--- src/rtl/ahb_rdata_aligner_pkg.sv ---
// ----------------------------------------------------------------------------
// ahb_align_pkg
// Shared AHB encodings for the read-data aligner and the byte-lane mask helper.
//   htrans_e  : HTRANS encodings (IDLE/BUSY/NONSEQ/SEQ)
//   hsize_e   : HSIZE encodings (byte .. 1024-bit)
//   lane_mask : per-byte enable for a transfer of 2**size bytes starting at
//               byte lane 'off' on a bus that is 'nbyte' lanes wide
// ----------------------------------------------------------------------------
package ahb_align_pkg;

    typedef enum logic [1:0] {
        HTRANS_IDLE   = 2'b00,
        HTRANS_BUSY   = 2'b01,
        HTRANS_NONSEQ = 2'b10,
        HTRANS_SEQ    = 2'b11
    } htrans_e;

    typedef enum logic [2:0] {
        HSIZE_BYTE   = 3'd0,
        HSIZE_HALF   = 3'd1,
        HSIZE_WORD   = 3'd2,
        HSIZE_DWORD  = 3'd3,
        HSIZE_4WORD  = 3'd4,
        HSIZE_8WORD  = 3'd5,
        HSIZE_16WORD = 3'd6,
        HSIZE_32WORD = 3'd7
    } hsize_e;

    // Widest bus this block supports (64-bit data).
    localparam int MAX_NBYTE = 8;

    function automatic logic [MAX_NBYTE-1:0] lane_mask(
        input logic [2:0] size,
        input logic [2:0] off,
        input int         nbyte
    );
        logic [MAX_NBYTE-1:0] m;
        int                   bytes;
        bytes = 1 << size;
        m     = '0;
        for (int i = 0; i < MAX_NBYTE; i++) begin
            m[i] = (i >= int'(off)) && (i < int'(off) + bytes) && (i < nbyte);
        end
        return m;
    endfunction

endpackage

--- src/rtl/ahb_rdata_aligner_if.sv ---
// ----------------------------------------------------------------------------
// ahb_rdata_aligner_if
// Bus-side bundle of the read-data aligner.
//   slave  modport : view of the aligner (bus inputs in, aligned data/status out)
//   master modport : view of whoever drives the bus signals (e.g. a bench)
// Signals: mst_htrans/hwrite/hsize/haddr, pad_biu_bigend_b, slv_hready,
//          slv_hresp, slv_hrdata (in); mst_hrdata, rd_pend, size_err,
//          err_cnt (out).
// ----------------------------------------------------------------------------
interface ahb_rdata_aligner_if #(
    parameter int DATA_W = 32
);
    localparam int AW = $clog2(DATA_W / 8);

    logic [1:0]        mst_htrans;
    logic              mst_hwrite;
    logic [2:0]        mst_hsize;
    logic [AW-1:0]     mst_haddr;
    logic              pad_biu_bigend_b;
    logic              slv_hready;
    logic              slv_hresp;
    logic [DATA_W-1:0] slv_hrdata;
    logic [DATA_W-1:0] mst_hrdata;
    logic              rd_pend;
    logic              size_err;
    logic [15:0]       err_cnt;

    modport slave (
        input  mst_htrans, mst_hwrite, mst_hsize, mst_haddr, pad_biu_bigend_b,
        input  slv_hready, slv_hresp, slv_hrdata,
        output mst_hrdata, rd_pend, size_err, err_cnt
    );

    modport master (
        output mst_htrans, mst_hwrite, mst_hsize, mst_haddr, pad_biu_bigend_b,
        output slv_hready, slv_hresp, slv_hrdata,
        input  mst_hrdata, rd_pend, size_err, err_cnt
    );

endinterface

--- src/rtl/ahb_rdata_aligner_lane_mask.sv ---
// ----------------------------------------------------------------------------
// ahb_lane_mask
// Combinational byte-lane enable generator.
//   size    : HSIZE of the transfer
//   off     : first byte lane of the transfer
//   lane_en : one enable per byte lane of an NBYTE-lane bus
// ----------------------------------------------------------------------------
module ahb_lane_mask
    import ahb_align_pkg::*;
#(
    parameter  int NBYTE = 4,
    localparam int AW    = $clog2(NBYTE)
) (
    input  logic [2:0]       size,
    input  logic [AW-1:0]    off,
    output logic [NBYTE-1:0] lane_en
);

    always_comb begin
        lane_en = NBYTE'(lane_mask(size, 3'(off), NBYTE));
    end

endmodule

--- src/rtl/ahb_rdata_aligner.sv ---
// ----------------------------------------------------------------------------
// ahb_rdata_aligner
// Captures each accepted AHB address phase and, during the matching read data
// phase, passes only the addressed byte lanes of slv_hrdata through to
// mst_hrdata (other lanes zero). Also flags illegal transfers and counts
// completed ERROR responses.
//   cpu_clk       : clock
//   pad_cpu_rst_b : synchronous active-low reset
//   bus           : ahb_rdata_aligner_if.slave bundle (see interface header)
// ----------------------------------------------------------------------------
module ahb_rdata_aligner
    import ahb_align_pkg::*;
#(
    parameter int DATA_W = 32
) (
    input  logic                 cpu_clk,
    input  logic                 pad_cpu_rst_b,
    ahb_rdata_aligner_if.slave   bus
);

    localparam int NBYTE = DATA_W / 8;
    localparam int AW    = $clog2(NBYTE);

    logic          valid_q,   valid_d;
    logic          write_q,   write_d;
    logic [2:0]    size_q,    size_d;
    logic [AW-1:0] addr_q,    addr_d;
    logic          endian_q,  endian_d;
    logic [15:0]   err_cnt_q, err_cnt_d;

    logic          accept;
    logic          err_done;
    logic [7:0]    xfer_bytes;
    logic [7:0]    off_full;
    logic          illegal;
    logic [AW-1:0] lane_off;
    logic          fwd;
    logic [NBYTE-1:0] lane_en;

    // NONSEQ and SEQ both have HTRANS[1] set.
    assign accept   = bus.mst_htrans[1] & bus.slv_hready;
    assign err_done = valid_q & bus.slv_hresp & bus.slv_hready;

    always_comb begin
        valid_d   = valid_q;
        write_d   = write_q;
        size_d    = size_q;
        addr_d    = addr_q;
        endian_d  = endian_q;
        err_cnt_d = err_cnt_q;
        if (bus.slv_hready) begin
            valid_d = accept;
            if (accept) begin
                write_d  = bus.mst_hwrite;
                size_d   = bus.mst_hsize;
                addr_d   = bus.mst_haddr;
                endian_d = bus.pad_biu_bigend_b;
            end
        end
        if (err_done && (err_cnt_q != 16'hFFFF)) begin
            err_cnt_d = err_cnt_q + 16'd1;
        end
    end

    always_ff @(posedge cpu_clk) begin
        if (!pad_cpu_rst_b) begin
            valid_q   <= 1'b0;
            write_q   <= 1'b0;
            size_q    <= HSIZE_WORD;
            addr_q    <= '0;
            endian_q  <= 1'b1;
            err_cnt_q <= 16'd0;
        end else begin
            valid_q   <= valid_d;
            write_q   <= write_d;
            size_q    <= size_d;
            addr_q    <= addr_d;
            endian_q  <= endian_d;
            err_cnt_q <= err_cnt_d;
        end
    end

    // Legality and lane offset of the transfer in its data phase. The offset
    // is meaningless for illegal transfers, which never forward data.
    always_comb begin
        xfer_bytes = 8'd1 << size_q;
        illegal    = (xfer_bytes > 8'(NBYTE)) ||
                     ((8'(addr_q) & (xfer_bytes - 8'd1)) != 8'd0);
        off_full   = endian_q ? 8'(addr_q)
                              : 8'(NBYTE) - xfer_bytes - 8'(addr_q);
        lane_off   = AW'(off_full);
    end

    ahb_lane_mask #(
        .NBYTE (NBYTE)
    ) u_lane_mask (
        .size    (size_q),
        .off     (lane_off),
        .lane_en (lane_en)
    );

    assign bus.rd_pend  = valid_q & ~write_q;
    assign bus.size_err = valid_q & illegal;
    assign bus.err_cnt  = err_cnt_q;

    assign fwd = valid_q & ~write_q & ~illegal & ~bus.slv_hresp;

    // Data path is purely combinational from slv_hrdata: no added latency.
    for (genvar gi = 0; gi < NBYTE; gi++) begin : g_lane
        assign bus.mst_hrdata[gi*8 +: 8] = (fwd & lane_en[gi]) ? bus.slv_hrdata[gi*8 +: 8]
                                                               : 8'h00;
    end

endmodule

--- src/flat_wrapper.sv ---
// flat-port wrapper written by rule: the top's interface ports become plain ports
module ahb_rdata_aligner_flat import ahb_align_pkg::*;
#(
    parameter int DATA_W = 32
)
  (cpu_clk, pad_cpu_rst_b, bus_mst_htrans, bus_mst_hwrite, bus_mst_hsize, bus_mst_haddr, bus_pad_biu_bigend_b, bus_slv_hready, bus_slv_hresp, bus_slv_hrdata, bus_mst_hrdata, bus_rd_pend, bus_size_err, bus_err_cnt);
  ahb_rdata_aligner_if #(.DATA_W(DATA_W)) bus_i ();
  input  logic cpu_clk;
  input  logic pad_cpu_rst_b;
  input wire logic [$bits(bus_i.mst_htrans)-1:0] bus_mst_htrans;
  input wire logic [$bits(bus_i.mst_hwrite)-1:0] bus_mst_hwrite;
  input wire logic [$bits(bus_i.mst_hsize)-1:0] bus_mst_hsize;
  input wire logic [$bits(bus_i.mst_haddr)-1:0] bus_mst_haddr;
  input wire logic [$bits(bus_i.pad_biu_bigend_b)-1:0] bus_pad_biu_bigend_b;
  input wire logic [$bits(bus_i.slv_hready)-1:0] bus_slv_hready;
  input wire logic [$bits(bus_i.slv_hresp)-1:0] bus_slv_hresp;
  input wire logic [$bits(bus_i.slv_hrdata)-1:0] bus_slv_hrdata;
  output wire logic [$bits(bus_i.mst_hrdata)-1:0] bus_mst_hrdata;
  output wire logic [$bits(bus_i.rd_pend)-1:0] bus_rd_pend;
  output wire logic [$bits(bus_i.size_err)-1:0] bus_size_err;
  output wire logic [$bits(bus_i.err_cnt)-1:0] bus_err_cnt;
  assign bus_i.mst_htrans = bus_mst_htrans;
  assign bus_i.mst_hwrite = bus_mst_hwrite;
  assign bus_i.mst_hsize = bus_mst_hsize;
  assign bus_i.mst_haddr = bus_mst_haddr;
  assign bus_i.pad_biu_bigend_b = bus_pad_biu_bigend_b;
  assign bus_i.slv_hready = bus_slv_hready;
  assign bus_i.slv_hresp = bus_slv_hresp;
  assign bus_i.slv_hrdata = bus_slv_hrdata;
  assign bus_mst_hrdata = bus_i.mst_hrdata;
  assign bus_rd_pend = bus_i.rd_pend;
  assign bus_size_err = bus_i.size_err;
  assign bus_err_cnt = bus_i.err_cnt;
  ahb_rdata_aligner #(.DATA_W(DATA_W)) u_core (.cpu_clk(cpu_clk), .pad_cpu_rst_b(pad_cpu_rst_b), .bus(bus_i));
endmodule
--- config.mk ---
export PLATFORM = sky130hd
export DESIGN_NAME = ahb_rdata_aligner_flat
export DESIGN_NICKNAME = d
export VERILOG_FILES = /design/src/rtl/ahb_rdata_aligner_pkg.sv /design/src/rtl/ahb_rdata_aligner_if.sv /design/src/rtl/ahb_rdata_aligner_lane_mask.sv /design/src/rtl/ahb_rdata_aligner.sv /design/src/flat_wrapper.sv
export SDC_FILE = /design/constraint.sdc
export NUM_CORES = 1
export LEC_CHECK = 0
export CORE_MARGIN = 2
export CORE_UTILIZATION = 39
export CTS_CLUSTER_SIZE = 12
export DETAILED_ROUTE_END_ITERATION = 6
export HOLD_SLACK_MARGIN = 0.12
export PLACE_DENSITY = 0.84
export REMOVE_ABC_BUFFERS = 1
export SYNTH_ARGS = -nofsm -noshare
export SYNTH_HDL_FRONTEND = slang
export SYNTH_SLANG_ARGS = --single-unit
--- constraint.sdc ---
create_clock -name cpu_clk -period 4.1 [get_ports cpu_clk]
set_input_delay 0.41 -clock cpu_clk [delete_from_list [all_inputs] [get_ports cpu_clk]]
set_output_delay 0.41 -clock cpu_clk [all_outputs]
set_load 0.01 [all_outputs]
; Yosys cells after proc, flatten, opt, wreduce, memory -nomap -nowiden
; Cells that the tools add are included.
[op_classes]
add_sub_neg = 5
n_lt_le_gt_ge = 8
eq_ne = 1
n_shift = 2
mux = 5
n_bitwise = 15
reduce_logical = 7
[op_table]
columns = op, n
row1 = less-than comparator 3 x 32 -> 1 bit (first input constant), 2
row2 = adder 3 x 32 -> 32 bit, 1
row3 = less-than comparator 1 x 32 -> 1 bit (first input constant), 1
row4 = less-than comparator 2 x 32 -> 1 bit (first input constant), 1
row5 = 2-to-1 mux 8 bit, 4
row6 = left shift 1 x 3 -> 32 bit (first input constant), 1
row7 = adder 16 x 1 -> 16 bit (second input constant), 1
row8 = inequality test 16 bit (second input constant), 1
row9 = bitwise AND 1 bit, 11
row10 = bitwise AND 2 x 8 -> 8 bit, 1
row11 = > comparator 8 x 3 -> 1 bit (second input constant), 1
row12 = nonzero test 8 bit, 1
row13 = left shift 1 x 3 -> 8 bit (first input constant), 1
row14 = subtractor 8 x 1 -> 8 bit (second input constant), 1
row15 = >= comparator 1 x 2 -> 1 bit (first input constant), 2
row16 = logical AND 1 bit, 4
row17 = NOT 1 bit, 3
row18 = >= comparator 2 bit (first input constant), 1
row19 = 2-to-1 mux 2 bit, 1
row20 = AND reduction 2 bit, 1
row21 = subtractor 1 x 2 -> 2 bit (first input constant), 1
row22 = subtractor 2 bit, 1
row23 = logical OR 1 bit, 1
[word_totals]
regBits = 24
input_bits = 45
out_inout_bits = 50
wordCells = 49

; Longest topological paths before layout
; Gate-level depths: netlist of run 1.
[logic_depth]
ltp_word = 10
ltp_mapped = 12
mapped_depth_nobuf = 12

; Modules after synthesis
; From an unflattened synthesis of run 1, not the netlist that was laid out.
[hier_totals]
cells_unflattened = 194
area_unflattened_um2 = 1551.5
[by_module_without_submodules]
columns = mod, n_inst, cells_per_inst, area_per_inst_um2, seq_area_each_um2
row1 = ahb_rdata_aligner, 1, 177, 1433.9, 480.5
row2 = ahb_lane_mask, 1, 17, 117.6, 0.0

; Worst setup path after synthesis of run 1
; No wires, ideal clock.
[synth_path]
kind = flip-flop to output port
startpoint = register u_core.size_q[0]
endpoint = output port bus_mst_hrdata[16]
arrival_time_ps = 2942
required_time_ps = 3690
setup_slack_ps = 748
path_stages_with_launch = 13
n_path_buf = 0
cell_sequence = dfxtp_1 -> or3_1 -> ha_1 -> xor2_1 -> nor2_1 -> xnor2_1 -> inv_1 -> fa_1 -> nor4b_1 -> a22oi_1 -> a211o_1 -> and4b_1 -> and2_1
[synth_between]
elab_chain_cells = 10
elab_cells_between_ends = 19
cone_classes = 4 x add/sub / 3 x order compare / 2 x shift / 2 x mux / 5 x bitwise / 3 x reduce/logical
[synth_rtl]
columns = item, line
row1 = from (decl), ahb_rdata_aligner.sv:26  ; logic [2:0] size_q, size_d;
row2 = from (signal assigned), ahb_rdata_aligner.sv:76  ; size_q <= size_d;
row3 = branches (longest 8 deep; another with adder 3 x 32 -> 32 bit), --
row4 = bitwise AND 1 bit (*), ahb_rdata_aligner.sv:110  ; assign bus.mst_hrdata[gi*8 +: 8] = (fwd & lane_en[gi]) ? bus.slv_hrdata[gi*8 +: 8]
row5 = 2-to-1 mux 8 bit (*), ahb_rdata_aligner.sv:110
row6 = to (decl), flat_wrapper.sv:18  ; output wire logic [$bits(bus_i.mst_hrdata)-1:0] bus_mst_hrdata;
; Mark *: on every way between the ends.

; Worst setup path in the final report of run 1
[layout_path]
startpoint = register u_core.size_q[1]
endpoint = output port bus_mst_hrdata[5]
[layout_between]
elab_chain_cells = 10
elab_cells_between_ends = 19
cone_classes = 4 x add/sub / 3 x order compare / 2 x shift / 2 x mux / 5 x bitwise / 3 x reduce/logical
[layout_rtl]
columns = item, line
row1 = branches (longest 8 deep; another with adder 3 x 32 -> 32 bit), --
row2 = bitwise AND 1 bit (*), ahb_rdata_aligner.sv:110
row3 = 2-to-1 mux 8 bit (*), ahb_rdata_aligner.sv:110
; Marked as above.

==> results of run 1 <==
==> power breakdown <==
group / leakage, nW / total, mW / internal, mW / switching, mW
registers: 0.195 / 0.242 / 0.237 / 0.00476
clock network: 0.0288 / 0.162 / 0.0859 / 0.0763
logic: 1.01 / 0.122 / 0.0749 / 0.0467
total: 1.24 / 0.526 / 0.398 / 0.128
==> layer usage <==
metal  wire, µm  GRT usage, %  up-vias
li1           -             -      908
met1       1888         22.04      779
met2       2335         33.23       75
met3        356         4.360        5
met4         48         5.128        0
met5          0             0        -
==> cell usage after synthesis, types with 4 or more instances <==
| library cell | n | share of area [%] |
|---|---|---|
| and2_1 | 37 | 14 |
| dfxtp_1 | 24 | 28 |
| inv_1 | 22 | 4.9 |
| nand2_1 | 22 | 4.9 |
| nor3_1 | 13 | 3.8 |
| xor2_1 | 10 | 5.2 |
| a21boi_0 | 6 | 2.7 |
| ha_1 | 6 | 4.4 |
| o211ai_1 | 6 | 2.7 |
| clkbuf_1 | 5 | 1.1 |
| nor2_1 | 5 | 1.1 |
| nand4_1 | 4 | 1.5 |
| xnor2_1 | 4 | 2.1 |
==> repair_timing <==
| item | in CTS | in global routing |
|---|---|---|
| gates resized for setup | 14 | 31 |
| endpoints found under the setup margin | 32 | 32 |
| buffers inserted | 2 | 2 |
| pin swaps | 1 | 7 |
==> path summary, 6_finish.rpt <==
| check | end | depth (start not counted) |
|---|---|---|
| worst max-delay path | bus_mst_hrdata[5] | 12 |
| worst min-delay path | u_core.addr_q[0] | 2 |
| worst max register to register | u_core.bus.err_cnt[0] | 5 |
| worst min register to register | u_core.addr_q[0] | 2 |
==> cells by family (layout without fill, tap and decap cells) <==
kind of cell	count (synthesis)	in the layout	share of synthesized area (%)
xor+xnor	14	14	7.253
simple gates	106	106	38.05
compound gates	30	30	13.69
buf+inv	28	125	6.292
mux	1	1	0.6661
fa+ha+maj	7	7	5.625
flops	24	24	28.42
==> cell type report <==
cell class / instances / area share, %
multi-input combinational: 158 / 41.87
timing repair buffer: 99 / 33.76
sequential: 24 / 17.24
inverter: 22 / 2.940
tap: 50 / 2.227
clock buffer: 4 / 1.960
==> state kept, by name, indices dropped and copies added (netlist names) <==
| register | count |
|---|---|
| u_core.valid_q | 1 |
| u_core.write_q | 1 |
| u_core.size_q | 3 |
| u_core.endian_q | 1 |
| u_core.addr_q | 2 |
| u_core.bus.err_cnt | 16 |
==> worst max-delay path: stages (launching register included) <==
cell and delay (ps):
dfxtp_4 370, or3_4 420, ha_4 190, xor2_2 170
nor2_1 140, xnor2_1 170, inv_1 90, fa_2 380
a22oi_2 280, nor2_4 70, a31o_4 280, nor3_1 190
clkdlybuf4s50_1 580
==> per-stage QoR <==
step | utilization (%) | power (mW) | setup TNS (ps) | cell area (µm²)
final | 68.74 | 0.5257 | 0 | 2809
after detailed placement | 65.46 | 0.3579 | 0 | 2675
after global routing | 68.74 | 0.5568 | -532.9 | 2809
after CTS | 67.51 | 0.5226 | 0 | 2759
after floorplan | - | 0.2906 | 0 | 1667
after global placement | 65.46 | 0.3556 | 0 | 2675
==> results.json, run 1 <==
{
  "outcome": "complete, no violations",
  "via_count": 1767,
  "hp-class": "flip-flop to flip-flop",
  "fin_ws_ps": 75.55,
  "drv_cap": 0,
  "setup_violations": 0,
  "die_area_um2": 4877,
  "instances_no_fill": 357,
  "placedCellCount": 349,
  "reg2reg_slack_ps": 2270,
  "async_flop_share_pct": 0,
  "numClockSinks": 24,
  "startpoint_type": "flip-flop",
  "fp.coreArea_um2": 4086,
  "cts_tree": "yes",
  "required_ps": 3690,
  "fillCellCount": 341,
  "ys_warn_count": 0,
  "num_antenna_cells": 0,
  "worst_pin_slew_ps": 753.8,
  "drtAntennaViolNets": 0,
  "synth-edff-count": 0,
  "clkTransAtPathRegs_ps": 80,
  "grt_max_degree": 28,
  "mostFrequentLayoutCells": "clkdlybuf4s50_1 (80), and2_1 (37), dfxtp_1 (23)",
  "syn-instance-count": 210,
  "hold_slack_ps": 504.7,
  "drive_gt1_share_pct": 12.38,
  "routed_wl_um": 4628,
  "grt_pass1_wl_um": 7486,
  "die_y_um": 69.84,
  "cts-htree-levels": 1,
  "hold_buffers": 0,
  "slew_headroom_pct": 49.59,
  "cts_buffer_depth": 2,
  "viasPerCell": 4.950,
  "ys_types": 45,
  "route.detailed.drc": 0,
  "fin_skew_ps": 1.484,
  "num_rows": 23,
  "syn-cell-area_um2": 1690,
  "path_class": "flip-flop to primary output",
  "dp_hpwl_um": 3623,
  "syn_avg_cell_area_um2": 8.049,
  "start_util_pct": 41.37,
  "multiInputGateArea_um2": 1176,
  "ys_seq_elements": 24,
  "fin_crit_ps": 4024,
  "cts_buffers": 3,
  "r2r_start": "u_core.bus.err_cnt[12]",
  "setup.worst_path.start": "u_core.size_q[1]",
  "yosysSeqAreaShare_pct": 28.42,
  "wl_per_cell_um": 12.96,
  "hold_viol_final": 0,
  "finalCritPeriodShare_pct": 98.16,
  "globalRoute.totalOverflow": 0,
  "synthFlopType": "dfxtp_1",
  "slew_violations": 0,
  "fmax_mhz": 248.5,
  "crit_fanout": 8,
  "critPathCaptureType": "primary output",
  "ioPinCount": 95,
  "rsz0062_at_grt": "yes",
  "pre_cts_ws_ps": 24.05,
  "p_per_area_nw_per_um2": 187.1,
  "ir_worst_vdd_v": 0.0001819,
  "crit_arrival_ps": 3610,
  "leakage_nw": 1.236,
  "drt-initial-drc-count": 34,
  "seqCellArea_um2": 484.2,
  "numPortBuffers": 93,
  "first_global_vias": 1601,
  "gp_congestion": 0.8224,
  "drtPass1Iterations": 4,
  "cts_root_buf": "clkbuf_8",
  "groute.usage.overall_pct": 18.58,
  "area_delta_synth_final_pct": 66.17,
  "die_w_um": 69.84,
  "clock_insertion_delay_worst_skew_ps": 270,
  "hold_start": "u_core.addr_q[0]",
  "antenna_found_initial": 0,
  "nets": 360,
  "layout.cells.most_common": "clkdlybuf4s50_1"
}
No activity file was read; power rests on OpenSTA's default activity.
==> run 2, diff against run 1 <==
--- a/config.mk
+++ b/config.mk
@@ -5,13 +5,16 @@
 export SDC_FILE = /design/constraint.sdc
 export NUM_CORES = 1
 export LEC_CHECK = 0
+export CELL_PAD_IN_SITES_DETAIL_PLACEMENT = 1
+export CELL_PAD_IN_SITES_GLOBAL_PLACEMENT = 1
 export CORE_MARGIN = 2
-export CORE_UTILIZATION = 39
+export CORE_UTILIZATION = 26
 export CTS_CLUSTER_SIZE = 12
 export DETAILED_ROUTE_END_ITERATION = 6
 export HOLD_SLACK_MARGIN = 0.12
-export PLACE_DENSITY = 0.84
+export PLACE_DENSITY = 0.82
 export REMOVE_ABC_BUFFERS = 1
+export SKIP_LAST_GASP = 1
 export SYNTH_ARGS = -nofsm -noshare
 export SYNTH_HDL_FRONTEND = slang
 export SYNTH_SLANG_ARGS = --single-unit
==> results.json, run 2 (synthesis results as in run 1) <==
{
  "clkTransAtPathRegs_ps": 90,
  "setup_tns_ps": 0,
  "gp_congestion": 0.7629,
  "cts_buffer_depth": 2,
  "die_area_um2": 7162,
  "hold_slack_ps": 498.6,
  "clock_insertion_delay_worst_skew_ps": 270,
  "antenna_found_initial": 0,
  "outcome": "complete, no violations",
  "routed_wl_um": 5281,
  "fp.coreArea_um2": 6314,
  "num_antenna_cells": 0,
  "crit_family": "simple AND/OR/NAND/NOR gates",
  "crit_arrival_ps": 3560,
  "cts_tree": "yes",
  "leakage_nw": 1.266,
  "layout.cells.most_common": "clkdlybuf4s50_1",
  "drtPass1Iterations": 4,
  "fin_ws_ps": 131.0,
  "largest_reg_flops": 16,
  "nets": 361,
  "cts-htree-levels": 1,
  "drv_cap": 0,
  "startpoint_type": "flip-flop",
  "p_per_area_nw_per_um2": 197.6,
  "crit_fanout": 8,
  "drtAntennaViolNets": 0,
  "pre_cts_ws_ps": -64.71,
  "slowest_stage": "or3_4",
  "mostFrequentLayoutCells": "clkdlybuf4s50_1 (81), and2_1 (37), dfxtp_1 (23)",
  "slew_headroom_pct": 47.02,
  "hold_buffers": 0,
  "worst_pin_slew_ps": 792.2,
  "numClockSinks": 24,
  "die_w_um": 84.63,
  "ir_worst_vdd_v": 0.0001158,
  "finalCritPeriodShare_pct": 96.80,
  "slew_violations": 0,
  "fillCellCount": 744,
  "placed_area_um2": 2716,
  "required_ps": 3690,
  "viasPerCell": 4.691,
  "area_delta_synth_final_pct": 72.54,
  "wl_per_cell_um": 13.72,
  "power_mw": 0.5762,
  "num_rows": 29,
  "hold_start": "u_core.write_q",
  "first_global_vias": 1875,
  "via_count": 1806,
  "worst_r2r_endpoint": "u_core.bus.err_cnt[0]",
  "cts_buffers": 3,
  "groute.usage.overall_pct": 14.40,
  "cpPeakStageDelay_ps": 390,
  "fin_skew_ps": 5.674,
  "r2r_start": "u_core.bus.err_cnt[4]",
  "route.detailed.drc": 0,
  "hold_viol_final": 0,
  "die_y_um": 84.63,
  "whs_endpoint": "u_core.write_q",
  "ff2ff_path_depth": 5,
  "start_util_pct": 26.77,
  "hp-class": "flip-flop to flip-flop",
  "path_buf_inv": 2,
  "grt_pass1_wl_um": 8673,
  "dp_hpwl_um": 4247,
  "fmax_mhz": 252.0,
  "critPathCaptureType": "primary output",
  "hold_depth": 2,
  "ioPinCount": 95,
  "numPortBuffers": 93,
  "drive_gt1_share_pct": 11.36,
  "reg2reg_slack_ps": 2230,
  "cts_root_buf": "clkbuf_8",
  "path_class": "flip-flop to primary output",
  "grt_max_degree": 28,
  "globalRoute.totalOverflow": 0,
  "cp_cell_sequence": "or3_4 > ha_4 > xor2_2 > nor2_2 > xnor2_2 > inv_1 > fa_2 > nor4b_4 > a22oi_2 > a211o_1 > and4b_2 > and2_1 > dlygate4sd2_1",
  "fin_crit_ps": 3969,
  "drt-initial-drc-count": 33,
  "final_area_um2": 2917,
  "setup_violations": 0
}
## run 2: stage by stage
step,instances,utilization [%]
floorplan,204,-
global placement,377,43.02
detailed placement,377,43.02
CTS,383,44.83
global route,385,46.20
finish,385,46.20
## run 2: worst reg2reg max path, stage by stage (launching register included)
cell and delay, ps:
dfxtp_1 500, nand4_4 200, nor4_4 500, a21boi_1 230
xor2_1 180, and2_1 160
## run 2: worst max path at each step
stage	startpoint	to	slack, ps	cells past startpoint
2_1_floorplan	u_core.size_q[0]	bus_mst_hrdata[16]	750	12
3_3_place_gp	u_core.size_q[1]	bus_mst_hrdata[23]	140	13
3_5_place_dp	u_core.size_q[1]	bus_mst_hrdata[21]	-60	13
4_1_cts	u_core.size_q[1]	bus_mst_hrdata[0]	20	11
5_1_grt	u_core.size_q[1]	bus_mst_hrdata[20]	-10	13
6_report	u_core.size_q[1]	bus_mst_hrdata[19]	130	13
## run 2: layout make-up
class	instances	area, µm²	share of cell area (%)
clock buffers	3	41.29	1.416
clock inverters	1	30.03	1.030
inverters	22	82.58	2.831
multi-input cells	158	1199	41.10
flip-flops and latches	24	484.2	16.60
well taps	77	96.34	3.303
repair buffers	100	983.4	33.72
## run 2: timing repair
item,4_1_cts,5_1_grt
buffers inserted,2,2
pin swaps,4,1
resized for setup,17,16
setup endpoints to repair,32,32
## run 2: metal layers
layer	GRT usage (%)	up-vias	routed length [µm]
met1	17.88	837	2196
met4	3.319	0	6
met5	0	-	0
li1	-	903	-
met2	25.91	64	2731
met3	2.458	2	346
## run 2: power by group
part / switching [mW] / internal, mW / leakage (nW)
Sequential: 0.00455 / 0.237 / 0.195
Combinational: 0.0498 / 0.0777 / 1.04
Clock: 0.0766 / 0.130 / 0.0357
Total: 0.131 / 0.445 / 1.27
